File: config.mk
export PLATFORM = sky130hd
export DESIGN_NAME = pixie_dma_ctrl
export DESIGN_NICKNAME = d
export VERILOG_FILES = /design/src/rtl/pixie_dma_ctrl.sv
export SDC_FILE = /design/constraint.sdc
export NUM_CORES = 1
export LEC_CHECK = 0
export BUFFER_PORTS_ARGS = -buffer_cell sky130_fd_sc_hd__clkbuf_2
export CAP_MARGIN = 0
export CORE_MARGIN = 2
export CORE_UTILIZATION = 40
export DETAILED_ROUTE_END_ITERATION = 7
export GPL_ROUTABILITY_DRIVEN = 0
export SETUP_SLACK_MARGIN = 0.5
export SYNTH_ARGS = -nofsm -noshare
export SYNTH_HDL_FRONTEND = slang
export SYNTH_SLANG_ARGS = --single-unit
export TNS_END_PERCENT = 100
File: constraint.sdc
create_clock -name clk -period 3.4 [get_ports clk]
set_input_delay 0.51 -clock clk [delete_from_list [all_inputs] [get_ports clk]]
set_output_delay 0.51 -clock clk [all_outputs]
set_load 0.05 [all_outputs]
File: src/rtl/pixie_dma_ctrl.sv
// CDP1802-side DMA/interrupt sequencer for the Pixie display path.
// Grants DMAO/INT at machine-cycle boundaries, drives SC, and owns the R0 DMA pointer.
//   state | meaning
//   IDLE  | CPU owns the bus (SC=01)
//   DMA   | S2 cycle: R0 read fed to Pixie (SC=10)
//   INTR  | S3 cycle: interrupt acknowledge (SC=11)
//   YIELD | forced CPU cycle after a full burst (SC=01)
module pixie_dma_ctrl #(
  parameter int                ADDR_W    = 16,
  parameter logic [ADDR_W-1:0] R0_RESET  = '0,
  parameter int                MAX_BURST = 8
) (
  input  logic              clk,
  input  logic              reset,
  input  logic              clk_enable,
  input  logic              cpu_boundary,
  input  logic              ie,
  input  logic              DMAO,
  input  logic              INT,
  input  logic              r0_we,
  input  logic [ADDR_W-1:0] r0_din,
  input  logic [7:0]        mem_data,
  output logic [1:0]        SC,
  output logic              cpu_hold,
  output logic              ie_clr,
  output logic [ADDR_W-1:0] mem_addr,
  output logic              mem_rd,
  output logic [7:0]        data_out,
  output logic [ADDR_W-1:0] r0,
  output logic [3:0]        burst_cnt
);

  typedef enum logic [1:0] {IDLE, DMA, INTR, YIELD} state_t;

  localparam logic [1:0] SC_S1 = 2'b01;
  localparam logic [1:0] SC_S2 = 2'b10;
  localparam logic [1:0] SC_S3 = 2'b11;

  state_t            state;
  logic [ADDR_W-1:0] r0_inc;
  logic              burst_ok;

  assign r0_inc   = r0 + ADDR_W'(1);
  assign burst_ok = (MAX_BURST == 0) || (({28'd0, burst_cnt} + 32'd1) < 32'(MAX_BURST));

  always_ff @(posedge clk) begin
    if (reset) begin
      state     <= IDLE;
      SC        <= SC_S1;
      cpu_hold  <= 1'b0;
      ie_clr    <= 1'b0;
      mem_rd    <= 1'b0;
      mem_addr  <= '0;
      data_out  <= '0;
      r0        <= R0_RESET;
      burst_cnt <= '0;
    end else begin
      mem_rd <= 1'b0;
      ie_clr <= 1'b0;
      // RAM answers in the clk after the strobe; the byte then holds until the Pixie samples it
      if (mem_rd)
        data_out <= mem_data;
      if (state == IDLE && r0_we)
        r0 <= r0_din;

      if (clk_enable) begin
        case (state)
          IDLE: begin
            if (cpu_boundary && DMAO) begin
              state    <= DMA;
              SC       <= SC_S2;
              cpu_hold <= 1'b1;
              mem_addr <= r0;
              mem_rd   <= 1'b1;
            end else if (cpu_boundary && INT && ie) begin
              state    <= INTR;
              SC       <= SC_S3;
              cpu_hold <= 1'b1;
              ie_clr   <= 1'b1;
            end
          end

          DMA: begin
            r0        <= r0_inc;
            burst_cnt <= burst_cnt + 4'd1;
            if (DMAO && burst_ok) begin
              mem_addr <= r0_inc;
              mem_rd   <= 1'b1;
            end else begin
              state     <= DMAO ? YIELD : IDLE;
              SC        <= SC_S1;
              cpu_hold  <= 1'b0;
              burst_cnt <= '0;
            end
          end

          YIELD: begin
            if (DMAO) begin
              state    <= DMA;
              SC       <= SC_S2;
              cpu_hold <= 1'b1;
              mem_addr <= r0;
              mem_rd   <= 1'b1;
            end else begin
              state <= IDLE;
            end
          end

          INTR: begin
            if (DMAO && cpu_boundary) begin
              state    <= DMA;
              SC       <= SC_S2;
              cpu_hold <= 1'b1;
              mem_addr <= r0;
              mem_rd   <= 1'b1;
            end else begin
              state    <= IDLE;
              SC       <= SC_S1;
              cpu_hold <= 1'b0;
            end
          end

          default: begin
            state    <= IDLE;
            SC       <= SC_S1;
            cpu_hold <= 1'b0;
          end
        endcase
      end
    end
  end

endmodule

==> impl_summary.md <==
Timing
The share of the clock period used by the worst path is 0.624. The remaining max-slew budget at the tightest pin is 0.486. The count of pins over their slew limit came to 0. The highest attainable clock frequency is about 470 MHz. The number of failing hold endpoints at the final stage is 0. At the pin with the least slew margin, the transition time is roughly 760 ps. The clock arrives with 8.00 ps of skew.

The final total negative setup slack is 0 ps. The final critical delay including setup and external delays is about 2100 ps. The total of endpoints with negative setup slack in the final report is 0. Setup repair after global routing left no endpoint under its margin.

Critical path
The worst register-to-register path has a depth of 4. The element type at the critical path start is a flip-flop. The setup path with the least slack is of type reg -> reg. Data arrives at the worst endpoint at 2280 ps.

The critical path crosses 4 cells after its start point. The worst path buffer plus inverter count is 0. On the worst path, the slowest cell contributes a delay of ~700 ps. The endpoint identified for the worst register-to-register timing path is mem_addr[13]. STA classifies the critical path endpoint as a flip-flop. The worst flop-to-flop path startpoint is state[0]. The worst register-to-register path has a setup slack of ~1300 ps. The required time of the critical path is 3560 ps.

Of all nets on the critical path, the largest fanout is 18. For this design, the slowest cell found on the critical path is dfxtp_1. The signal on the critical path passes through nand2_1, o21a_1, a21oi_1, a31oi_1. The cell family contributing the most delay on the critical path is compound AO/OA/AOI/OAI gates.

Clock network
The deepest level of the CTS H-tree is 2. The clock-pin slew on the worst setup and hold paths is roughly 100 ps. The count of instances resized after the clock tree is built is 0.

The maximum clock path buffer count is 2. The number of buffers added by the clock tree synthesis step is 5. After clock tree synthesis, the flow added hold-fix buffers numbering 0.

The tree built by TritonCTS fans out to 51 sinks. The buffer type at the clock tree root is clkbuf_8. Clock latency on the worst-skew pair, taken at its later pin, is slightly above 300 ps. The clock tree from TritonCTS is done. Post-CTS timing repair inserted 0 buffers for setup.

Power
The final total power is 0.00133 W. The sequential share of power is 0.510. The static leakage is 1.35 nW. Of the total power, combinational logic draws 0.227. The switching power is roughly 0.00046 W. The power density relative to cell area is 402 nW/um^2.

Internal power comes to roughly 0.00087 W. Of the total power, the clock network draws 0.263. Across the VDD grid, the largest voltage drop is 0.195 mV. The switching part of the total is 0.347.

Synth
In the synthesized netlist the async set-or-reset flop fraction comes to 0. The share of synthesized area in the top cell type comes to 0.367. Of the synthesized area, sequential elements account for 0.367. The synthesized design contains roughly 50 register bits. The number of cells produced by synthesis is about 340. The number of enable-type register cells in the synthesized netlist is 0. By count the netlist is led by dfxtp_1, nor2_1, nand2_1, inv_1, mux2i_1. The mean cell area of the mapped netlist is approximately 8.3 um^2. After synthesis, the cell types taking the most area are dfxtp_1, mux2i_1, a221o_1.

The biggest area contributor in the post-synthesis netlist is dfxtp_1. The most common cell in the synthesized netlist is dfxtp_1. The net count after synthesis is around 370. The number of warnings printed during yosys synthesis is 0. The combined area of all synthesized cells is 2780 um^2. In the synthesized netlist the dominant register cell turns out to be dfxtp_1. The number of different library cells used by synthesis comes to 52.

Floorplanning
After floorplanning, the core was sized to cover 6760 um^2. The die height is about 87 um. The die covers about 7600 um^2. The initial core utilization is 0.412. The die is 87.4 um wide. 81 I/O pins were placed. The floorplan has 30 rows.

Route
The number of nets still failing antenna checks after routing is 0. The number of remaining DRC errors is 0. In the routed layout, each cell is associated on average with a via count of approximately 5.7.

After detailed routing, the average wire length per cell comes to roughly 16 um. The detailed router finished its first iteration with 140 violations. The routed via count is ~2800. Summed over all layers, the routed wires come to 7630 um. The number of iterations in the first detailed-routing pass is 5.

Finish
The fraction of layout instances using a drive strength above 1 is 0.249. From synthesis to final layout, the design area changed by 18.5%. For this run, the post-layout net count is roughly 430.

The number of antenna cells inserted is 0.

Place
The final HPWL from detailed placement is ~5400 um. The count of buffers added on input and output ports is 80.

Hold path
In this run the worst hold path is classified as in -> reg. The worst hold path begins at r0_din[6]. The endpoint of the worst hold path is r0[6]. The worst hold path was traced through 3 stages.

Job
Max-cap violations in this run came to 0.

Run status
The run finished with clean final reports.

Global routing
Entering global routing, the biggest net connects 24 pins. The residual overflow from global routing is 0. The number of antenna violations at the first check in global routing was 0. The via count of the first global-routing pass is 2443. The first global-routing pass estimated about 12000 um of wire. Across every metal layer, demand over resource in global routing totals 0.202.
power by group through the flow:
| stage | clock network (W) | registers (W) | logic [W] |
|---|---|---|---|
| after floorplan | 0 | 0.000782 | 0.000122 |
| after global placement | 0 | 0.000688 | 0.000299 |
| after detailed placement | 0 | 0.000690 | 0.000300 |
| after CTS | 0.000367 | 0.000676 | 0.000301 |
| after global routing | 0.000390 | 0.000683 | 0.000324 |
| final | 0.000349 | 0.000676 | 0.000301 |
stage by stage:
step	hold WS, ps	std cells	util	setup WS, ps	area [um^2]
final	409	481	0.488	1280	3300
after global routing	428	481	0.488	1100	3300
after CTS	404	481	0.488	1300	3300
after detailed placement	454	473	0.475	1200	3210
after global placement	450	473	0.475	1230	3210
after floorplan	631	335	-	1260	2780
worst min-delay path: cells and delay by family:
| kind | cells | cell delay, ps |
|---|---|---|
| compound gates | 1 | 50 |
| simple gates | 1 | 60 |
| buf+inv | 1 | 70 |
placed cells by master, fill, tap and decap left out, types with 2 or more instances in the layout:
cell	n
clkbuf_2	80
dfxtp_1	51
nor2_1	26
nand2_1	22
inv_1	18
mux2i_1	18
o21ai_0	16
a21oi_1	16
nor4_1	13
a211oi_1	12
a221o_1	10
nor3_1	9
nand3_1	8
xnor2_1	8
or3_1	7
buf_4	7
o211ai_1	5
a31oi_1	5
clkbuf_8	5
nand2b_1	4
a21o_1	4
nor2b_1	4
and3_1	4
a2111oi_0	4
o22ai_1	3
o21a_1	3
and3b_1	2
nor3b_1	2
a32o_1	2
or4_1	2
nand4b_1	2
o311ai_0	2
mux2_2	2
a21boi_0	2
nand3b_1	2
ha_1	2
cell families (layout without fill, tap and decap cells):
logic type	after synthesis	count (layout)	synth area share
AO/OA/AOI/OAI	91	91	0.229
buffers and inverters	47	113	0.0688
AND/OR/NAND/NOR	115	115	0.225
XOR/XNOR	9	9	0.0283
flip-flops	51	51	0.367
multiplexers	20	20	0.0728
adder cells (fa/ha/maj)	2	2	0.00899
routing by layer:
metal  global-route usage  vias to the layer above  routed length (um)
met4               0.0531                        0                 116
met2                0.315                      110                3450
met3               0.0370                       10                 491
met1                0.286                     1276                3560
met5                    0                        -                   0
li1                     -                     1367                   -
state kept, by name (all words and copies together), names as in the netlist:
name / count
mem_addr: 16
state: 2
burst_cnt: 4
SC: 2
data_out: 8
mem_rd: 1
ie_clr: 1
cpu_hold: 1
r0: 16
final cells by class:
cell class / count / area (um^2)
repair buffers: 87 / 453
well taps: 80 / 100
clock buffers: 6 / 72.6
clock inverters: 2 / 12.5
flip-flops and latches: 51 / 1020
fillers: 702 / 3460
inverters: 18 / 67.6
multi-input cells: 237 / 1570
worst max-delay path by stage:
stage | from | endpoint | slack [ps]
6_report | state[0] | mem_addr[13] | 1280
5_1_grt | state[0] | mem_addr[13] | 1100
4_1_cts | r0[2] | r0[15] | 1300
3_5_place_dp | reset | r0[15] | 1200
3_3_place_gp | reset | r0[15] | 1230
2_1_floorplan | r0[2] | r0[15] | 1260
(Power assumes the default switching activity.)
